File: src/rtl/sync_fifo_flags.sv
// Single-clock FIFO with occupancy count, almost-full/empty thresholds and sticky error flags.
// Define SYNC_FIFO_FWFT_EN for first-word-fall-through reads; default is a registered 1-cycle read.
module sync_fifo_flags #(
    parameter int WIDTH     = 8,
    parameter int DEPTH     = 16,
    parameter int AF_THRESH = DEPTH - 2,
    parameter int AE_THRESH = 2,
    localparam int AW = $clog2(DEPTH),
    localparam int CW = AW + 1
) (
    input  logic             clk,
    input  logic             rst,
    input  logic             wr_en,
    input  logic [WIDTH-1:0] wr_data,
    input  logic             rd_en,
    output logic [WIDTH-1:0] rd_data,
    output logic             rd_valid,
    output logic             full,
    output logic             empty,
    output logic             almost_full,
    output logic             almost_empty,
    output logic [CW-1:0]    count,
    output logic             overflow,
    output logic             underflow,
    input  logic             err_clr
);

    localparam logic [CW-1:0] DEPTH_C = CW'(DEPTH);
    localparam logic [CW-1:0] AF_C    = CW'(AF_THRESH);
    localparam logic [CW-1:0] AE_C    = CW'(AE_THRESH);

    logic [WIDTH-1:0] r_mem [DEPTH];
    logic [AW:0]      r_wr_ptr;
    logic [AW:0]      r_rd_ptr;
    logic [CW-1:0]    r_count;
    logic             r_overflow;
    logic             r_underflow;
    logic             w_wr_acc;
    logic             w_rd_acc;

    // All flags decode from the registered count, so they never glitch on input activity.
    assign count        = r_count;
    assign full         = (r_count == DEPTH_C);
    assign empty        = (r_count == '0);
    assign almost_full  = (r_count >= AF_C);
    assign almost_empty = (r_count <= AE_C);
    assign overflow     = r_overflow;
    assign underflow    = r_underflow;

    assign w_wr_acc = wr_en && !full;
    assign w_rd_acc = rd_en && !empty;

    always_ff @(posedge clk) begin
        if (w_wr_acc)
            r_mem[r_wr_ptr[AW-1:0]] <= wr_data;
    end

    always_ff @(posedge clk or posedge rst) begin
        if (rst) begin
            r_wr_ptr    <= '0;
            r_rd_ptr    <= '0;
            r_count     <= '0;
            r_overflow  <= 1'b0;
            r_underflow <= 1'b0;
        end else begin
            if (w_wr_acc)
                r_wr_ptr <= r_wr_ptr + 1'b1;
            if (w_rd_acc)
                r_rd_ptr <= r_rd_ptr + 1'b1;
            case ({w_wr_acc, w_rd_acc})
                2'b10:   r_count <= r_count + 1'b1;
                2'b01:   r_count <= r_count - 1'b1;
                default: r_count <= r_count;
            endcase
            // A rejection in the same cycle as err_clr keeps the flag set.
            if (wr_en && full)
                r_overflow <= 1'b1;
            else if (err_clr)
                r_overflow <= 1'b0;
            if (rd_en && empty)
                r_underflow <= 1'b1;
            else if (err_clr)
                r_underflow <= 1'b0;
        end
    end

`ifdef SYNC_FIFO_FWFT_EN
    assign rd_data  = r_mem[r_rd_ptr[AW-1:0]];
    assign rd_valid = !empty;
`else
    logic [WIDTH-1:0] r_rd_data;
    logic             r_rd_valid;

    always_ff @(posedge clk or posedge rst) begin
        if (rst) begin
            r_rd_data  <= '0;
            r_rd_valid <= 1'b0;
        end else begin
            r_rd_valid <= w_rd_acc;
            if (w_rd_acc)
                r_rd_data <= r_mem[r_rd_ptr[AW-1:0]];
        end
    end

    assign rd_data  = r_rd_data;
    assign rd_valid = r_rd_valid;
`endif

endmodule

File: config.mk
export PLATFORM = sky130hd
export DESIGN_NAME = sync_fifo_flags
export DESIGN_NICKNAME = d
export VERILOG_FILES = /design/src/rtl/sync_fifo_flags.sv
export SDC_FILE = /design/constraint.sdc
export NUM_CORES = 1
export LEC_CHECK = 0
export ABC_CLOCK_PERIOD_IN_PS = 3000
export BUFFER_PORTS_ARGS = -buffer_cell sky130_fd_sc_hd__clkbuf_2
export CELL_PAD_IN_SITES_DETAIL_PLACEMENT = 1
export CELL_PAD_IN_SITES_GLOBAL_PLACEMENT = 2
export CORE_ASPECT_RATIO = 1.75
export CORE_UTILIZATION = 47
export DETAILED_ROUTE_END_ITERATION = 6
export PLACE_DENSITY = 0.87
export SETUP_SLACK_MARGIN = 0.1
export SYNTH_ARGS = -nofsm -noshare
export SYNTH_HDL_FRONTEND = slang
export SYNTH_SLANG_ARGS = --single-unit
File: constraint.sdc
create_clock -name clk -period 3 [get_ports clk]
set_clock_uncertainty 0.1 [all_clocks]
set_input_delay 0 -clock clk [delete_from_list [all_inputs] [get_ports clk]]
set_output_delay 0 -clock clk [all_outputs]
set_load 0.03 [all_outputs]
==> flow_summary.toml, run 1 <==
[worst_setup_path]
timing.critical_path.cells = "or3_4 > o31ai_4 > inv_2 > ha_2 > xor2_1 > ha_1 > and3b_1 > o21ai_0 > a31oi_1 > xor2_1"
timing.critical_path.fanout_max = 10
critPathKind = "register to register"
path_common_cell = "sky130_fd_sc_hd__xor2_1"
critical_path.endpoint_type = "register"
worst-endpoint-required_ps = 3190
critical-path-top-delay-family = "simple AND/OR/NAND/NOR gates"
critPathMaxStageDelay_ps = 470
crit_buf_inv = 1
start_kind = "register"
cp_data_arrival_time_ps = 2920
crit_path_top_delay_cell = "sky130_fd_sc_hd__dfrtp_1"

[drt]
avgViaCountPerCell = 5.55
drt_iter0_markers = 240
average_wire_per_standard_cell_um = 24.0
ant_nets = 0
drt-pass1-iter-count = 4
detailroute.via_count = 3199
drc = 0
detail_route.wirelength_mm = 13.8

[logic_synthesis]
synthArstFlopShare = 0.158
mappedNetlistArea_um2 = 6140
syn-mean-instance-area_um2 = 18.9
mappedNetlistNets = 345
dominantRegCellSynth = "sky130_fd_sc_hd__edfxtp_1"
synth-edff-count = 128
postSynthCellCount = 324
synth-seq-cells = 152
synth_sequential_area_ratio = 0.724
yosys_warnings = 0
synth_cell_types = 42

[floorplan]
floorplan.rows = 54
dieArea_um2 = 13500
boundaryPins = 33
fp.coreArea_um2 = 12600
floorplan.die.width_um = 88.4
effective_utilization_at_floorplan = 0.489
fp.dieH_um = 153

[run_status]
outcome = "finished clean"

[clock_tree]
clk_latency_ps = 420
clock_path_buffers = 2
cts_tree = "built"
clock_pin_transition_on_the_worst_setup_and_hold_timing_paths_ps = 60
htree_num_levels = 4
clock-root-buffer = "sky130_fd_sc_hd__clkbuf_16"
cts_buffers = 17
post_cts.repair.setup_buffers = 0
number_of_sinks_on_the_clock_net = 152

[place]
dp.final_hpwl_mm = 9.07
postPlaceCellArea_um2 = 6580
gp_routability_congestion = 0.754
port_buffers = 32

[timing]
final-max-slew-violation-count = 0
unrepaired_setup_endpoints_after_global_routing = "false"
hold-worst-slack_ps = 266
max_freq_mhz = 367
timing.final.setup_violations = 0
timing_worst_slew_pin_value_ps = 1040
fin_setup_tns_ps = 0
finalCritPeriodShare = 0.908
final_hold_viol_count = 0
final_period_minus_worst_setup_slack_ps = 2720
timing.max_slew.rel_slack = 0.305

[power]
clock_power_share = 0.293
total_leakage_power_nw = 2.63
net-switching-power_w = 0.00234
power.share.combinational = 0.300
power.density_cell_area_nw_per_um2 = 982
power.share.switching = 0.326
p_int_w = 0.00484
power.ir.vdd_worst_uv = 425
sequential_share_of_power = 0.407

[global_route]
grt_pass1_wl_mm = 21.1
maximum_number_of_pins_on_one_net_before_global_route_repair = 27
grt_pass1_vias = 3547
grt_usage = 0.227
grt_antenna_before_repair = 0
global_route.overflow_total = 0

[finish]
areaGrowthSynthToFinish_pct = 19.0
finalNetCount = 416
drive_gt1_frac = 0.304
postLayoutCellArea_um2 = 7310
antenna_cells = 0

[hold_path]
worstHoldPathType = "input pin to asynchronous set/reset pin"

[flow_run]
timing.max_cap.violations = 0
==> Yosys cell counts, drive strengths merged, types with 2 or more instances <==
master | number | area share
nand2b | 3 | 0.0031
buf | 16 | 0.017
nor2 | 16 | 0.0098
a31oi | 2 | 0.0031
o31ai | 2 | 0.0047
inv | 8 | 0.0049
ha | 8 | 0.016
clkbuf | 2 | 0.0012
dfrtp | 24 | 0.098
edfxtp | 128 | 0.63
o221ai | 7 | 0.010
xnor2 | 7 | 0.010
nand4 | 2 | 0.0020
a21oi | 3 | 0.0024
nand2 | 18 | 0.011
mux4 | 32 | 0.12
o21ai | 3 | 0.0024
mux2i | 15 | 0.024
nor3 | 5 | 0.0041
xor2 | 5 | 0.0071
nor2b | 3 | 0.0031
==> layout make-up <==
| class | instances | area, um^2 |
|---|---|---|
| Timing Repair Buffer | 70 | 480 |
| Inverter | 8 | 30.0 |
| Clock inverter | 6 | 62.6 |
| Fill cell | 1142 | 5260 |
| Multi-Input combinational cell | 146 | 1560 |
| Sequential cell | 152 | 4440 |
| Clock buffer | 26 | 523 |
| Tap cell | 168 | 210 |
==> cell families (layout without fill, tap and decap cells) <==
logic type	after synthesis	after routing	share of synthesized area
flip-flops	152	152	0.724
AND/OR/NAND/NOR	53	53	0.0408
multiplexers	48	48	0.144
buffers and inverters	26	110	0.0230
AO/OA/AOI/OAI	25	25	0.0353
XOR/XNOR	12	12	0.0171
adder cells (fa/ha/maj)	8	8	0.0163
==> worst reg2reg max path, cell delays in order (launching register included) <==
cell and delay (ps):
sky130_fd_sc_hd__dfrtp_1 470, sky130_fd_sc_hd__or3_4 430, sky130_fd_sc_hd__o31ai_4 210, sky130_fd_sc_hd__inv_2 140, sky130_fd_sc_hd__ha_2 260, sky130_fd_sc_hd__xor2_1 160
sky130_fd_sc_hd__ha_1 220, sky130_fd_sc_hd__and3b_1 170, sky130_fd_sc_hd__o21ai_0 160, sky130_fd_sc_hd__a31oi_1 120, sky130_fd_sc_hd__xor2_1 150
==> routing by layer <==
layer	share of wire	global-route usage	wire length [um]
met4	0.030	0.105	413
met1	0.38	0.254	5200
met5	0	0	0
met2	0.56	0.403	7770
met3	0.032	0.0470	442
==> final timing paths <==
kind	startpoint	to	slack [ps]	depth (start not counted)
max	count[3]	count[4]	280	10
min	rst	r_wr_ptr[1]	270	3
max reg2reg	count[3]	count[4]	280	10
min reg2reg	rd_data[7]	rd_data[7]	410	2
max in group asynchronous	rst	rd_data[1]	1890	3
min in group clk	rd_en	rd_valid	390	4
==> through the flow <==
step / instances / total power [W] / setup slack [ps] / utilization
floorplan: 324 / 0.00445 / 183 / -
global route: 576 / 0.00747 / 177 / 0.581
finish: 576 / 0.00717 / 276 / 0.581
detailed placement: 530 / 0.00511 / 213 / 0.523
global placement: 530 / 0.00502 / 311 / 0.523
CTS: 576 / 0.00724 / 188 / 0.581
==> power groups by stage <==
stage          Clock [W]  Combinational, W  Sequential, W
2_1_floorplan          0           0.00149        0.00297
3_3_place_gp           0           0.00207        0.00294
3_5_place_dp           0           0.00214        0.00296
4_1_cts          0.00213           0.00218        0.00292
5_1_grt          0.00220           0.00230        0.00296
6_report         0.00210           0.00215        0.00292
==> sequential cells by signal, indices dropped and copies added, names as in the netlist <==
register / count
r_rd_ptr: 4
r_wr_ptr: 4
underflow: 1
r_mem: 128
overflow: 1
count: 5
rd_data: 8
rd_valid: 1
==> repair_timing <==
item | CTS | global route
endpoints found under the setup margin | 0 | 1
hold buffers | 14 | 0
gates resized for setup | 0 | 1
hold endpoints to repair | 159 | 0
==> cells in the final DEF, fill, tap and decap left out, types with 2 or more instances in the layout <==
master	count
sky130_fd_sc_hd__nand2b_1	3
sky130_fd_sc_hd__nand4_1	2
sky130_fd_sc_hd__nor2_1	16
sky130_fd_sc_hd__a21oi_1	3
sky130_fd_sc_hd__mux2i_1	15
sky130_fd_sc_hd__xnor2_1	7
sky130_fd_sc_hd__nor3_1	5
sky130_fd_sc_hd__mux4_2	32
sky130_fd_sc_hd__edfxtp_1	128
sky130_fd_sc_hd__clkinvlp_4	2
sky130_fd_sc_hd__ha_1	7
sky130_fd_sc_hd__buf_4	24
sky130_fd_sc_hd__inv_1	7
sky130_fd_sc_hd__clkbuf_1	6
sky130_fd_sc_hd__dfrtp_1	24
sky130_fd_sc_hd__nand2_1	18
sky130_fd_sc_hd__clkbuf_16	20
sky130_fd_sc_hd__clkbuf_2	32
sky130_fd_sc_hd__dlygate4sd3_1	14
sky130_fd_sc_hd__inv_4	2
sky130_fd_sc_hd__nor2b_1	3
sky130_fd_sc_hd__o221ai_1	7
sky130_fd_sc_hd__o21ai_0	3
sky130_fd_sc_hd__xor2_1	5
No activity file was read; power rests on OpenSTA's default activity.
==> run 2, diff against run 1 <==
- RECOVER_POWER: not set -> 100
==> flow_summary.toml, run 2 (synthesized netlist as in run 1, its figures left out) <==
[run_status]
outcome = "finished clean"

[timing]
unrepaired_setup_endpoints_after_global_routing = "false"
finalCritPeriodShare = 0.933
worst_slack_ps = 202
fin_setup_tns_ps = 0
timing.max_slew.rel_slack = 0.308
final-max-slew-violation-count = 0
final_period_minus_worst_setup_slack_ps = 2800
max_freq_mhz = 357
final_hold_viol_count = 0
timing_worst_slew_pin_value_ps = 1040
timing.final.setup_violations = 0

[global_route]
grt_usage = 0.227
grt_pass1_wl_mm = 21.1
grt_antenna_before_repair = 0
maximum_number_of_pins_on_one_net_before_global_route_repair = 27
grt_pass1_vias = 3547
global_route.overflow_total = 0

[floorplan]
fp.dieH_um = 153
floorplan.die.width_um = 88.4
boundaryPins = 33
floorplan.rows = 54
effective_utilization_at_floorplan = 0.489
dieArea_um2 = 13500
fp.coreArea_um2 = 12600

[drt]
avgViaCountPerCell = 5.61
top_layer = "met4"
met1_length_mm = 5.21
dr_wl_met2_mm = 7.72
detail_route.wirelength_mm = 13.8
drt_iter0_markers = 225
ant_nets = 0
drt-pass1-iter-count = 4
drc = 0
route.met3.wl_um = 467
detailroute.via_count = 3234
average_wire_per_standard_cell_um = 24.0

[finish]
areaGrowthSynthToFinish_pct = 17.2
postLayoutCellArea_um2 = 7200
most_frequent_standard_cell_in_the_layout_excluding_fill_and_tap_cells = "sky130_fd_sc_hd__edfxtp_1"
instances_no_fill = 576
drive_gt1_frac = 0.189
finalNetCount = 416
mostFrequentLayoutCells = "sky130_fd_sc_hd__edfxtp_1 (128), sky130_fd_sc_hd__clkbuf_1 (51), sky130_fd_sc_hd__mux4_2 (32), sky130_fd_sc_hd__dfrtp_1 (24), sky130_fd_sc_hd__clkbuf_16 (20)"
antenna_cells = 0
largest_register_ff_count = 128

[place]
detailedPlace.worstSlack_ps = 213
postPlaceCellArea_um2 = 6580
gp_routability_congestion = 0.754
placed_cells_incl_taps = 530
port_buffers = 32
dp.final_hpwl_mm = 9.07

[clock_tree]
number_of_sinks_on_the_clock_net = 152
cts_buffers = 17
htree_num_levels = 4
cts_tree = "built"
clk_latency_ps = 420
clock_path_buffers = 2
clock-root-buffer = "sky130_fd_sc_hd__clkbuf_16"
clock_pin_transition_on_the_worst_setup_and_hold_timing_paths_ps = 60

[power]
total_leakage_power_nw = 2.47
power.density_cell_area_nw_per_um2 = 986
p_total_w = 0.00710
power.ir.vdd_worst_uv = 402

[worst_setup_path]
critical_path.endpoint_type = "register"
timing.critical_path.fanout_max = 10
critPathKind = "register to register"
start_kind = "register"
rrSetupSlack_ps = 200
cp-startpoint = "count[3]"
worst-endpoint-required_ps = 3190
r2r-start = "count[3]"
cp_data_arrival_time_ps = 2990

[hold_path]
worstHoldPathType = "input pin to asynchronous set/reset pin"

[flow_run]
timing.max_cap.violations = 0
run 2: cell count changes in the layout (fill, tap and decap cells not counted), sizes merged:
cell | previous run | this run
clkbuf | 58 | 77
buf | 24 | 5
run 2: critical path: stages, from the launching register on:
cell	delay [ps]
sky130_fd_sc_hd__dfrtp_1	470
sky130_fd_sc_hd__or3_4	430
sky130_fd_sc_hd__o31ai_4	190
sky130_fd_sc_hd__inv_1	200
sky130_fd_sc_hd__ha_2	290
sky130_fd_sc_hd__xor2_1	160
sky130_fd_sc_hd__ha_1	220
sky130_fd_sc_hd__and3b_1	170
sky130_fd_sc_hd__o21ai_0	160
sky130_fd_sc_hd__a31oi_1	120
sky130_fd_sc_hd__xor2_1	150
run 2: area by class of cell:
| type | instances | area [um^2] |
|---|---|---|
| sequential | 152 | 4440 |
| clock buffer | 26 | 523 |
| clock inverter | 6 | 62.6 |
| timing repair buffer | 70 | 377 |
| multi-input combinational | 146 | 1550 |
| tap | 168 | 210 |
| inverter | 8 | 30.0 |
| fill | 1168 | 5370 |
run 2: final timing paths:
check | end | cells after the start
max reg2reg | count[4] | 10
max in group asynchronous | count[3] | 3
min in group clk | rd_data[7] | 2
max | count[4] | 10
min | r_wr_ptr[1] | 3
min reg2reg | rd_data[7] | 2
run 2: power breakdown:
part | total [W] | internal (W) | switching, W
clock network | 0.00210 | 0.00129 | 0.000810
logic | 0.00208 | 0.000857 | 0.00122
registers | 0.00292 | 0.00263 | 0.000292
total | 0.00710 | 0.00477 | 0.00232
run 2: what timing repair did:
item                                    4_1_cts  5_1_grt
gates resized for setup                       0        1
buffers inserted                              0        0
hold buffers                                 14        0
endpoints found under the hold margin       159        0
endpoints found under the setup margin        0        1
run 2: metrics by stage:
stage / hold slack [ps] / util
2_1_floorplan: -85.4 / -
3_3_place_gp: 166 / 0.523
3_5_place_dp: 176 / 0.523
4_1_cts: 290 / 0.581
5_1_grt: 380 / 0.573
6_report: 264 / 0.573
run 2: metal layers:
metal,GRT usage,up-vias
li1,-,1422
met1,0.254,1698
met2,0.403,94
met3,0.0470,20
met4,0.105,0
met5,0,-
==> run 3, diff against run 2 <==
- ABC_AREA: not set -> 1
- CORE_UTILIZATION: 47 -> 40
==> flow_summary.toml, run 3 <==
[run_status]
outcome = "finished clean"

[drt]
drt-pass1-iter-count = 4
detail_route.wirelength_mm = 18.2
avgViaCountPerCell = 4.99
drc = 0
average_wire_per_standard_cell_um = 18.8
drt_iter0_markers = 318
detailroute.via_count = 4841
ant_nets = 0

[worst_setup_path]
critPathKind = "register to register"
crit_path_top_delay_cell = "sky130_fd_sc_hd__nor2_1"
timing.critical_path.fanout_max = 16
critical_path.endpoint_type = "register"
start_kind = "register"
timing.critical_path.cells = "inv_1 > nand3_1 > inv_1 > nand2_1 > nand2_1 > clkbuf_1 > inv_1 > nand2_1 > nor2_1"
worst-endpoint-required_ps = 2950
cp_data_arrival_time_ps = 2690
critPathMaxStageDelay_ps = 710

[finish]
antenna_cells = 0
finalNetCount = 754
largest_register_ff_count = 128
drive_gt1_frac = 0.0617
most_frequent_standard_cell_in_the_layout_excluding_fill_and_tap_cells = "sky130_fd_sc_hd__nand2_1"
n_fill_cell = 1862
instances_no_fill = 970
mostFrequentLayoutCells = "sky130_fd_sc_hd__nand2_1 (221), sky130_fd_sc_hd__edfxtp_1 (128), sky130_fd_sc_hd__inv_1 (117), sky130_fd_sc_hd__nand3_1 (103), sky130_fd_sc_hd__clkbuf_1 (44)"
areaGrowthSynthToFinish_pct = 14.8

[logic_synthesis]
yosysMostFrequentCell = "sky130_fd_sc_hd__nand2_1"
dominantRegCellSynth = "sky130_fd_sc_hd__edfxtp_1"
synth-edff-count = 128
synthArstFlopShare = 0.158
mappedNetlistNets = 700
synth_cell_types = 25
mappedNetlistArea_um2 = 6810
ys_top_cells_by_area = "sky130_fd_sc_hd__edfxtp_1 (56%), sky130_fd_sc_hd__nand2_1 (12%), sky130_fd_sc_hd__dfrtp_1 (8.8%), sky130_fd_sc_hd__nand3_1 (7.6%), sky130_fd_sc_hd__inv_1 (6.4%)"
synth_sequential_area_ratio = 0.652
postSynthCellCount = 679
ys_top_cells_by_count = "sky130_fd_sc_hd__nand2_1 (217), sky130_fd_sc_hd__edfxtp_1 (128), sky130_fd_sc_hd__inv_1 (116), sky130_fd_sc_hd__nand3_1 (103), sky130_fd_sc_hd__dfrtp_1 (24)"
yosys_warnings = 0
syn-mean-instance-area_um2 = 10.0
synth-seq-cells = 152
synth_top_cell_area_share = 0.564
synth_area_leader_cell = "sky130_fd_sc_hd__edfxtp_1"

[timing]
timing.max_slew.rel_slack = 0.0354
max_freq_mhz = 366
timing.final.setup_violations = 0
timing_worst_slew_pin_value_ps = 1450
final_hold_viol_count = 0
final_period_minus_worst_setup_slack_ps = 2730
hold-worst-slack_ps = 143
finalCritPeriodShare = 0.912
final-max-slew-violation-count = 0
fin_setup_tns_ps = 0
unrepaired_setup_endpoints_after_global_routing = "false"

[hold_path]
worstHoldPathType = "input pin to register"

[power]
total_leakage_power_nw = 3.42
power.share.switching = 0.402
sequential_share_of_power = 0.365
net-switching-power_w = 0.00311
power.density_cell_area_nw_per_um2 = 989
p_int_w = 0.00463
clock_power_share = 0.274
power.share.combinational = 0.361
power.ir.vdd_worst_uv = 541

[clock_tree]
clock_path_buffers = 2
clk_latency_ps = 430
number_of_gates_given_a_new_drive_strength_after_cts = 0
clock_pin_transition_on_the_worst_setup_and_hold_timing_paths_ps = 70
htree_num_levels = 4
post_cts.repair.setup_buffers = 0
cts_tree = "built"
clock-root-buffer = "sky130_fd_sc_hd__clkbuf_16"
number_of_sinks_on_the_clock_net = 152
cts_buffers = 17

[place]
placed_cells_incl_taps = 928
dp.final_hpwl_mm = 12.3
port_buffers = 32
gp_routability_congestion = 0.802

[global_route]
maximum_number_of_pins_on_one_net_before_global_route_repair = 67
grt_pass1_wl_mm = 29.0
grt_antenna_before_repair = 0
grt_usage = 0.227
global_route.overflow_total = 0
grt_pass1_vias = 5252

[floorplan]
floorplan.die.width_um = 101
fp.coreArea_um2 = 16500
dieArea_um2 = 17600
effective_utilization_at_floorplan = 0.412
floorplan.rows = 62
fp.dieH_um = 175
boundaryPins = 33

[flow_run]
timing.max_cap.violations = 0
==> run 3: cell families after synthesis <==
logic type,count (synthesis),synth area share
simple gates,346,0.215
fa+ha+maj,8,0.0147
flops,152,0.652
buf+inv,150,0.0942
compound gates,13,0.0108
xor+xnor,10,0.0129
==> run 3: worst max-delay path, delay by kind of cell, from the launching register on <==
family                 cells  cell delay (ps)
flip-flops                 1              450
buffers and inverters      4              690
AND/OR/NAND/NOR            5             1100
==> run 3: stage by stage <==
stage | instance area [um^2] | utilization | power [W] | setup WS, ps
2_1_floorplan | 6810 | - | 0.00479 | 479
3_3_place_gp | 7240 | 0.438 | 0.00559 | 468
3_5_place_dp | 7240 | 0.438 | 0.00570 | 331
4_1_cts | 7920 | 0.479 | 0.00785 | 319
5_1_grt | 7820 | 0.473 | 0.00817 | 75.5
6_report | 7820 | 0.473 | 0.00773 | 265
==> run 3: path summary, 6_finish.rpt <==
path                                 start  depth (start not counted)  slack (ps)            to
worst max-delay path              count[3]                          9         270   r_mem[3][1]
worst min-delay path            wr_data[6]                          1         140  r_mem[10][6]
worst max register to register    count[3]                          9         270   r_mem[3][1]
worst min register to register  rd_data[4]                          2         380    rd_data[4]
max in group asynchronous              rst                          3        1950   r_rd_ptr[0]
min in group asynchronous              rst                          3         210      count[2]
==> run 3: routing by layer <==
metal,up-vias,wire length (um),GRT usage
met2,102,10400,0.430
met4,0,380,0.0809
met5,-,0,0
met3,20,519,0.0380
li1,2282,-,-
met1,2437,6890,0.250
==> run 3: final cells by class <==
cell class                 count  area, um^2  area share
clock inverter                12         144      0.0184
clock buffer                  20         437      0.0558
inverter                     122         458      0.0586
multi-input combinational    377        1720       0.219
tap                          224         280      0.0358
sequential                   152        4450       0.568
timing repair buffer          63         342      0.0437
==> run 3: power by group through the flow <==
stage / Combinational (W) / Clock [W] / Sequential, W
after detailed placement: 0.00284 / 0 / 0.00286
after global placement: 0.00275 / 0 / 0.00284
final: 0.00279 / 0.00212 / 0.00282
after global routing: 0.00310 / 0.00222 / 0.00285
after floorplan: 0.00180 / 0 / 0.00299
after CTS: 0.00289 / 0.00214 / 0.00282
==> run 3: repair_timing <==
item                                    4_1_cts  5_1_grt
hold endpoints to repair                    117        0
endpoints found under the setup margin        0        0
hold buffers                                 10        0
